--- src/rtl/pump_ctrl_pkg.sv ---
// Shared types, widths and thermometer-code helpers for the pump controller.
package pump_ctrl_pkg;

  localparam int unsigned SENSOR_W  = 9;
  localparam int unsigned LEVEL_W   = 4;
  localparam int unsigned MAX_LEVEL = 9;

  typedef enum logic [1:0] {
    IDLE     = 2'd0,
    PUMP     = 2'd1,
    COOLDOWN = 2'd2,
    FAULT    = 2'd3
  } pump_state_t;

  // A code is legal only when its ones form a contiguous run starting at bit 0
  function automatic logic thermo_valid(input logic [SENSOR_W-1:0] code);
    return (code & (code + SENSOR_W'(1))) == '0;
  endfunction

  // Level of a thermometer code is simply its popcount
  function automatic logic [LEVEL_W-1:0] thermo_level(input logic [SENSOR_W-1:0] code);
    logic [LEVEL_W-1:0] n;
    n = '0;
    for (int i = 0; i < SENSOR_W; i++) begin
      n = n + LEVEL_W'(code[i]);
    end
    return n;
  endfunction

endpackage

--- src/rtl/pump_controller_if.sv ---
// Sensor/command/status bundle between the water repository side and the controller.
interface pump_controller_if;
  import pump_ctrl_pkg::*;

  logic                enable;
  logic                clear_fault;
  logic [SENSOR_W-1:0] SensorOut;
  logic                pump_activated;
  logic [LEVEL_W-1:0]  level;
  logic                fault;
  pump_state_t         state;

  modport master (
    output enable, clear_fault, SensorOut,
    input  pump_activated, level, fault, state
  );

  modport slave (
    input  enable, clear_fault, SensorOut,
    output pump_activated, level, fault, state
  );
endinterface

--- src/rtl/pump_controller_level_debouncer.sv ---
// Samples the thermometer sensor, decodes it and publishes a debounced level
// plus a flag for a persistently illegal code.
module level_debouncer
  import pump_ctrl_pkg::*;
#(
  parameter int unsigned STABLE_CYCLES = 4
) (
  input  logic                clk,
  input  logic                rst,
  input  logic [SENSOR_W-1:0] sensor_i,
  output logic [LEVEL_W-1:0]  level_o,
  output logic                bad_code_o,
  output logic                cand_valid_o
);

  localparam int unsigned      CNT_W   = (STABLE_CYCLES > 0) ? $clog2(STABLE_CYCLES + 1) : 1;
  localparam logic [CNT_W-1:0] CNT_MAX = CNT_W'(STABLE_CYCLES);

  // The sample register doubles as the debounce candidate: both take every new sample
  logic [SENSOR_W-1:0] cand_q, cand_d;
  logic [CNT_W-1:0]    cnt_q, cnt_d;
  logic [LEVEL_W-1:0]  level_q, level_d;
  logic                bad_q, bad_d;
  logic                cand_valid_q, cand_valid_d;
  logic                new_valid_c;
  logic                stable_c;

  // Count repeats of the incoming sample and qualify it once it has held long enough
  always_comb begin
    cand_d       = sensor_i;
    new_valid_c  = thermo_valid(sensor_i);
    cand_valid_d = new_valid_c;
    cnt_d        = CNT_W'(1);
    level_d      = level_q;
    if (sensor_i == cand_q) begin
      cnt_d = (cnt_q == CNT_MAX) ? cnt_q : cnt_q + CNT_W'(1);
    end
    stable_c = (cnt_d == CNT_MAX);
    if (stable_c && new_valid_c) begin
      level_d = thermo_level(sensor_i);
    end
    bad_d = stable_c && !new_valid_c;
  end

  // Sample, repeat counter and qualified outputs
  always_ff @(posedge clk or posedge rst) begin
    if (rst) begin
      cand_q       <= '0;
      cnt_q        <= '0;
      level_q      <= '0;
      bad_q        <= 1'b0;
      cand_valid_q <= 1'b1;
    end else begin
      cand_q       <= cand_d;
      cnt_q        <= cnt_d;
      level_q      <= level_d;
      bad_q        <= bad_d;
      cand_valid_q <= cand_valid_d;
    end
  end

  assign level_o      = level_q;
  assign bad_code_o   = bad_q;
  assign cand_valid_o = cand_valid_q;

endmodule

--- src/rtl/pump_controller.sv ---
// Closed-loop pump controller: debounced level in, hysteretic pump drive out,
// with cooldown and a sticky fault state.
// Optional feature macro: PUMP_CTRL_PROGRESS_TIMEOUT_EN adds a no-progress
// timeout while pumping.
module pump_controller
  import pump_ctrl_pkg::*;
#(
  parameter int unsigned START_LEVEL     = 8,
  parameter int unsigned STOP_LEVEL      = 2,
  parameter int unsigned STABLE_CYCLES   = 4,
  parameter int unsigned COOLDOWN_CYCLES = 16,
  parameter int unsigned MAX_RUN_CYCLES  = 200
) (
  input logic             clk,
  input logic             rst,
  pump_controller_if.slave bus
);

  if (STOP_LEVEL >= START_LEVEL || START_LEVEL > MAX_LEVEL ||
      STABLE_CYCLES == 0 || MAX_RUN_CYCLES == 0) begin : g_param_check
    $error("pump_controller: illegal parameter set");
  end

  localparam int unsigned       CD_W      = (COOLDOWN_CYCLES > 0) ? $clog2(COOLDOWN_CYCLES + 1) : 1;
  localparam logic [CD_W-1:0]   CD_MAX    = CD_W'(COOLDOWN_CYCLES);
  localparam logic [CD_W-1:0]   CD_LAST   = CD_W'((COOLDOWN_CYCLES > 0) ? COOLDOWN_CYCLES - 1 : 0);
  localparam logic [LEVEL_W-1:0] START_LVL = LEVEL_W'(START_LEVEL);
  localparam logic [LEVEL_W-1:0] STOP_LVL  = LEVEL_W'(STOP_LEVEL);

  logic [LEVEL_W-1:0] level_w;
  logic               bad_code_w;
  logic               cand_valid_w;

  pump_state_t        state_q, state_d;
  logic               pump_q, pump_d;
  logic               fault_q, fault_d;
  logic [CD_W-1:0]    cd_q, cd_d;
  logic               timeout_c;

  level_debouncer #(
    .STABLE_CYCLES (STABLE_CYCLES)
  ) u_debounce (
    .clk          (clk),
    .rst          (rst),
    .sensor_i     (bus.SensorOut),
    .level_o      (level_w),
    .bad_code_o   (bad_code_w),
    .cand_valid_o (cand_valid_w)
  );

`ifdef PUMP_CTRL_PROGRESS_TIMEOUT_EN
  localparam int unsigned     RUN_W    = $clog2(MAX_RUN_CYCLES + 1);
  localparam logic [RUN_W-1:0] RUN_MAX  = RUN_W'(MAX_RUN_CYCLES);
  localparam logic [RUN_W-1:0] RUN_LAST = RUN_W'(MAX_RUN_CYCLES - 1);

  logic [RUN_W-1:0]   run_q, run_d;
  logic [LEVEL_W-1:0] level_prev_q;
  logic               level_dec_c;

  // A falling level is progress; otherwise a full run budget in PUMP means a dry pump or stuck sensor
  always_comb begin
    level_dec_c = (level_w < level_prev_q);
    timeout_c   = (state_q == PUMP) && !level_dec_c && (run_q >= RUN_LAST);
  end

  // Run counter lives only while PUMP continues, restarting on each level drop
  always_comb begin
    run_d = '0;
    if (state_q == PUMP && state_d == PUMP && !level_dec_c) begin
      run_d = (run_q == RUN_MAX) ? run_q : run_q + RUN_W'(1);
    end
  end

  // Run counter and previous level registers
  always_ff @(posedge clk or posedge rst) begin
    if (rst) begin
      run_q        <= '0;
      level_prev_q <= '0;
    end else begin
      run_q        <= run_d;
      level_prev_q <= level_w;
    end
  end
`else
  assign timeout_c = 1'b0;
`endif

  // Next-state logic: bad code beats timeout beats the stop condition
  always_comb begin
    state_d = state_q;
    if (bad_code_w) begin
      state_d = FAULT;
    end else begin
      unique case (state_q)
        IDLE: begin
          if (bus.enable && level_w >= START_LVL) state_d = PUMP;
        end
        PUMP: begin
          if (timeout_c) begin
            state_d = FAULT;
          end else if (level_w <= STOP_LVL || !bus.enable) begin
            state_d = COOLDOWN;
          end
        end
        COOLDOWN: begin
          if (cd_q >= CD_LAST) state_d = IDLE;
        end
        FAULT: begin
          if (bus.clear_fault && cand_valid_w) state_d = IDLE;
        end
        default: state_d = IDLE;
      endcase
    end
  end

  // Registered outputs decode the upcoming state so they move with it
  always_comb begin
    pump_d  = (state_d == PUMP);
    fault_d = (state_d == FAULT);
  end

  // Cooldown counter counts pump-off cycles spent in COOLDOWN
  always_comb begin
    cd_d = '0;
    if (state_q == COOLDOWN && state_d == COOLDOWN) begin
      cd_d = (cd_q == CD_MAX) ? cd_q : cd_q + CD_W'(1);
    end
  end

  // State, output and cooldown registers; reset drops the pump asynchronously
  always_ff @(posedge clk or posedge rst) begin
    if (rst) begin
      state_q <= IDLE;
      pump_q  <= 1'b0;
      fault_q <= 1'b0;
      cd_q    <= '0;
    end else begin
      state_q <= state_d;
      pump_q  <= pump_d;
      fault_q <= fault_d;
      cd_q    <= cd_d;
    end
  end

  assign bus.pump_activated = pump_q;
  assign bus.fault          = fault_q;
  assign bus.state          = state_q;
  assign bus.level          = level_w;

endmodule

--- src/flat_wrapper.sv ---
// flat-port wrapper written by rule: the top's interface ports become plain ports
module pump_controller_flat import pump_ctrl_pkg::*;
#(
  parameter int unsigned START_LEVEL     = 8,
  parameter int unsigned STOP_LEVEL      = 2,
  parameter int unsigned STABLE_CYCLES   = 4,
  parameter int unsigned COOLDOWN_CYCLES = 16,
  parameter int unsigned MAX_RUN_CYCLES  = 200
)
  (clk, rst, bus_enable, bus_clear_fault, bus_SensorOut, bus_pump_activated, bus_level, bus_fault, bus_state);
  pump_controller_if bus_i ();
  input logic clk;
  input logic rst;
  input wire logic [$bits(bus_i.enable)-1:0] bus_enable;
  input wire logic [$bits(bus_i.clear_fault)-1:0] bus_clear_fault;
  input wire logic [$bits(bus_i.SensorOut)-1:0] bus_SensorOut;
  output wire logic [$bits(bus_i.pump_activated)-1:0] bus_pump_activated;
  output wire logic [$bits(bus_i.level)-1:0] bus_level;
  output wire logic [$bits(bus_i.fault)-1:0] bus_fault;
  output wire logic [$bits(bus_i.state)-1:0] bus_state;
  assign bus_i.enable = bus_enable;
  assign bus_i.clear_fault = bus_clear_fault;
  assign bus_i.SensorOut = bus_SensorOut;
  assign bus_pump_activated = bus_i.pump_activated;
  assign bus_level = bus_i.level;
  assign bus_fault = bus_i.fault;
  assign bus_state = bus_i.state;
  pump_controller #(.START_LEVEL(START_LEVEL), .STOP_LEVEL(STOP_LEVEL), .STABLE_CYCLES(STABLE_CYCLES), .COOLDOWN_CYCLES(COOLDOWN_CYCLES), .MAX_RUN_CYCLES(MAX_RUN_CYCLES)) u_core (.clk(clk), .rst(rst), .bus(bus_i));
endmodule
--- config.mk ---
export PLATFORM = sky130hd
export DESIGN_NAME = pump_controller_flat
export DESIGN_NICKNAME = d
export VERILOG_FILES = /design/src/rtl/pump_ctrl_pkg.sv /design/src/rtl/pump_controller_if.sv /design/src/rtl/pump_controller_level_debouncer.sv /design/src/rtl/pump_controller.sv /design/src/flat_wrapper.sv
export SDC_FILE = /design/constraint.sdc
export NUM_CORES = 1
export LEC_CHECK = 0
export ABC_CLOCK_PERIOD_IN_PS = 2300
export CAP_MARGIN = 25
export CORE_UTILIZATION = 45
export CTS_CLUSTER_SIZE = 40
export DETAILED_ROUTE_END_ITERATION = 16
export GPL_TIMING_DRIVEN = 0
export PLACE_DENSITY = 0.74
export SYNTH_ARGS = -nofsm -noshare
export SYNTH_HDL_FRONTEND = slang
export SYNTH_SLANG_ARGS = --single-unit
--- constraint.sdc ---
create_clock -name clk -period 2.3 [get_ports clk]
set_clock_uncertainty 0.15 [all_clocks]
set_input_delay 0.46 -clock clk [delete_from_list [all_inputs] [get_ports clk]]
set_output_delay 0.46 -clock clk [all_outputs]
set_load 0.05 [all_outputs]
==> impl_metrics.ini <==
[status]
outcome = finished, violations left
violations = negative setup slack

[critical_path]
crit_chain = buf_8 -> fa_1 -> inv_2 -> fa_1 -> fa_1 -> fa_2 -> fa_2 -> xnor2_1 -> mux2_4
reg2reg_slack_ns = -0.03
path_delay_family = adder cells
worstPathRequired_ns = 2.37
endpoint_kind = register
ff2ff_path_depth = 8
critPathMaxStageDelay_ns = 0.54
cp_slowest_cell = fa_1
rr_endpoint = u_core.u_debounce.level_o[2]$_DFFE_PP0P_
worst-setup-path-type = in -> reg
arrival_ns = 3.16
crit_buf_inv = 2
crit_path_max_fanout = 2
cp-start-kind = input pin
crit_top_cell = fa_1
timing.rr.start = u_core.u_debounce.cnt_q[0]$_DFF_PP0_

[die]
fp-row-count = 20
num_io_pins = 21
initial_core_util_pct = 47.4
die_h_um = 59.0
die_x_um = 59.0
die_area_mm2 = 0.00348
coreArea_mm2 = 0.00308

[grt]
grt_util_met3_pct = 2.64
overflow = 0
grt_max_degree = 28
gr-usage-met1_pct = 18.2
antenna_found_initial = 0
grt_pass1_vias = 1008
grt_usage_pct = 16.4
grt_pass1_wl_mm = 4.24
grtUsageMet2_pct = 32.1
grt.busiest_layer = met2

[final_layout]
fin_cells = 204
fin_nets = 188
drive_above_1_share_pct = 15.6
diodes = 0
final.fill_count = 265
final_common_cell = dfrtp_1
multiInputGateArea_um2 = 717
final_cell_mix = dfrtp_1 (26), inv_1 (24), clkdlybuf4s50_1 (16)
fin_area_mm2 = 0.00184
syn2layout_area_growth_pct = 25.9
seq_area_um2 = 677

[synthesis]
yosys_warnings = 0
synth-seq-area-share_pct = 46.4
avgSynthCellArea_um2 = 11.1
ys_seq_elements = 27
synth_nets = 159
synth_cell_types = 35
synthesis.area_mm2 = 0.00146
synthesis.instances = 132

[placement]
dp.cells = 196
placedInstanceArea_mm2 = 0.00172
routabilityCongestion = 0.815
dp_hpwl_mm = 1.91
numPortBuffers = 20

[clocking]
clkLatencyLatePin_ns = 0.32
path_clk_slew_ns = 0.14
cts_root_buf = clkbuf_4
cts_sinks = 27
cts_tree = built
cts_buffers = 3
ctsHoldBuffers = 0
htree_levels = 1
clockBufferDepth = 2

[timing]
tightest_slew_ns = 0.942
maxSlewHeadroom_pct = 36.3
fmax_ghz = 0.324
layout_min_cycle_time_ns = 3.09
finalCritPeriodShare_pct = 134
hold_viol_final = 0
fin_ws_ns = -0.789
slew_viol_final = 0
finalSetupTns_ns = -2.05
setup_violations = 4
rsz0062_at_grt = yes

[pwr]
swShare_pct = 35.9
ir_worst_vdd_v = 0.000292
switchingPower_uw = 440
powerDensity_mw_per_mm2 = 666
p_leak_uw = 0.000851
p_clk_share_pct = 16.2
p_int_uw = 785
finalPower_uw = 1220
pwr-share-comb_pct = 38.1
power.share.sequential_pct = 45.7

[drt]
drc = 0
drt_pass1_iterations = 4
avgViaCountPerCell = 4.90
wl_per_cell_um = 12.5
drtIter0Drc = 43
routed_wl_mm = 2.55
ant_nets = 0
vias = 1000

[hold_path]
min_path_cells = 1
holdCritStartpoint = bus_SensorOut[1]
holdPathEnd = u_core.u_debounce.cand_q[1]$_DFF_PP0_
min_path_type = in -> reg

[flow_run]
maxCapViolCount = 0
## worst reg2reg max path: cells and delay by family, from the launching register on
kind	cells	cell delay, ns
AOI/OAI and AO/OA	1	0.33
adders and majority gates	1	0.23
buffers and inverters	3	0.25
DFF	1	0.46
muxes	1	0.29
and+or+nand+nor	2	0.52
## worst max path at each step
| stage | startpoint | to | slack [ns] | depth (start not counted) |
|---|---|---|---|---|
| 3_5_place_dp | bus_SensorOut[0] | u_core.u_debounce.level_o[2]$_DFFE_PP0P_ | -1.68 | 9 |
| 3_3_place_gp | bus_SensorOut[0] | u_core.u_debounce.level_o[2]$_DFFE_PP0P_ | -1.65 | 9 |
| 4_1_cts | bus_SensorOut[0] | u_core.u_debounce.level_o[2]$_DFFE_PP0P_ | -0.88 | 9 |
| 2_1_floorplan | bus_SensorOut[0] | u_core.u_debounce.level_o[2]$_DFFE_PP0P_ | -1.00 | 8 |
| 6_report | bus_SensorOut[0] | u_core.u_debounce.level_o[2]$_DFFE_PP0P_ | -0.79 | 9 |
| 5_1_grt | bus_SensorOut[0] | u_core.u_debounce.level_o[2]$_DFFE_PP0P_ | -0.82 | 9 |
## metal layers
| metal | vias to the layer above | wire length, um | part of all wire, % |
|---|---|---|---|
| li1 | 486 | - | - |
| met1 | 485 | 1060 | 42 |
| met2 | 25 | 1360 | 53 |
| met3 | 4 | 94 | 3.7 |
| met4 | 0 | 36 | 1.4 |
| met5 | - | 0 | 0 |
## synth_stat cells, drive strengths merged
cell type,count,area share [%]
dfstp,1,1.8
buf,1,0.77
nand2b,1,0.43
a311o,1,0.69
mux2,1,1.0
nor2b,4,1.7
dfrtp,26,45
nand3,4,1.4
inv,25,6.4
a211o,1,0.60
o21ai,3,1.0
and2,1,0.43
nor4b,1,0.60
nand2,3,0.77
o211a,1,0.69
nor4,2,0.86
ha,9,7.7
xnor2,11,6.6
a211oi,2,1.0
nand3b,1,0.51
or3b,1,0.60
a2111oi,1,0.60
and3b,1,0.60
fa,5,6.9
a21oi,4,1.4
a31o,1,0.60
mux2i,5,3.4
and3,2,0.86
xor2,3,1.8
nor2,4,1.0
or2,1,0.43
nand4,2,0.86
nor3,1,0.34
or4,1,0.51
o21bai,1,0.51
## power groups by stage
stage                     Combinational, uW  Sequential (uW)  Clock (uW)
after CTS                               438              556         211
after detailed placement                423              565           0
final                                   467              560         198
after global placement                  406              561           0
after global routing                    517              566         227
after floorplan                         185              663           0
## flip-flops by register name, summed over array words and instances, names as in the netlist
signal / flops
u_core.bus.state: 2
u_core.u_debounce.cand_q: 9
u_core.u_debounce.cand_valid_o: 1
u_core.cd_q: 5
u_core.u_debounce.level_o: 4
u_core.bus.fault: 1
u_core.u_debounce.bad_code_o: 1
u_core.bus.pump_activated: 1
u_core.u_debounce.cnt_q: 3
## timing repair
| action | in CTS | in global routing |
|---|---|---|
| gates resized for setup | 20 | 9 |
| buffers inserted | 1 | 2 |
| endpoints found under the setup margin | 5 | 5 |
| hold endpoints to repair | 0 | 0 |
| pin swaps | 2 | 7 |
## layout make-up
type	count	area share, %
clock buffers	3	1.23
plain buffers	1	0.613
inverters	25	5.11
clock inverters	1	0.272
flip-flops and latches	27	36.8
repair buffers	24	14.0
well taps	44	3.00
multi-input cells	79	39.0
## stage by stage
stage	setup WS (ns)	hold WS, ns	util (%)
2_1_floorplan	-1.00	0.313	-
3_3_place_gp	-1.65	0.335	55.8
3_5_place_dp	-1.68	0.349	55.8
4_1_cts	-0.878	0.107	57.2
5_1_grt	-0.822	0.104	59.7
6_report	-0.789	0.125	59.7
## cells by family after synthesis
logic type / after synthesis / share of synthesized area [%]
muxes: 6 / 4.46
DFF: 27 / 46.4
and+or+nand+nor: 30 / 11.9
AOI/OAI and AO/OA: 15 / 7.11
adders and majority gates: 14 / 14.6
xor gates and xnor gates: 14 / 8.40
buffers and inverters: 26 / 7.20
Power figures use the tool's default switching activity.
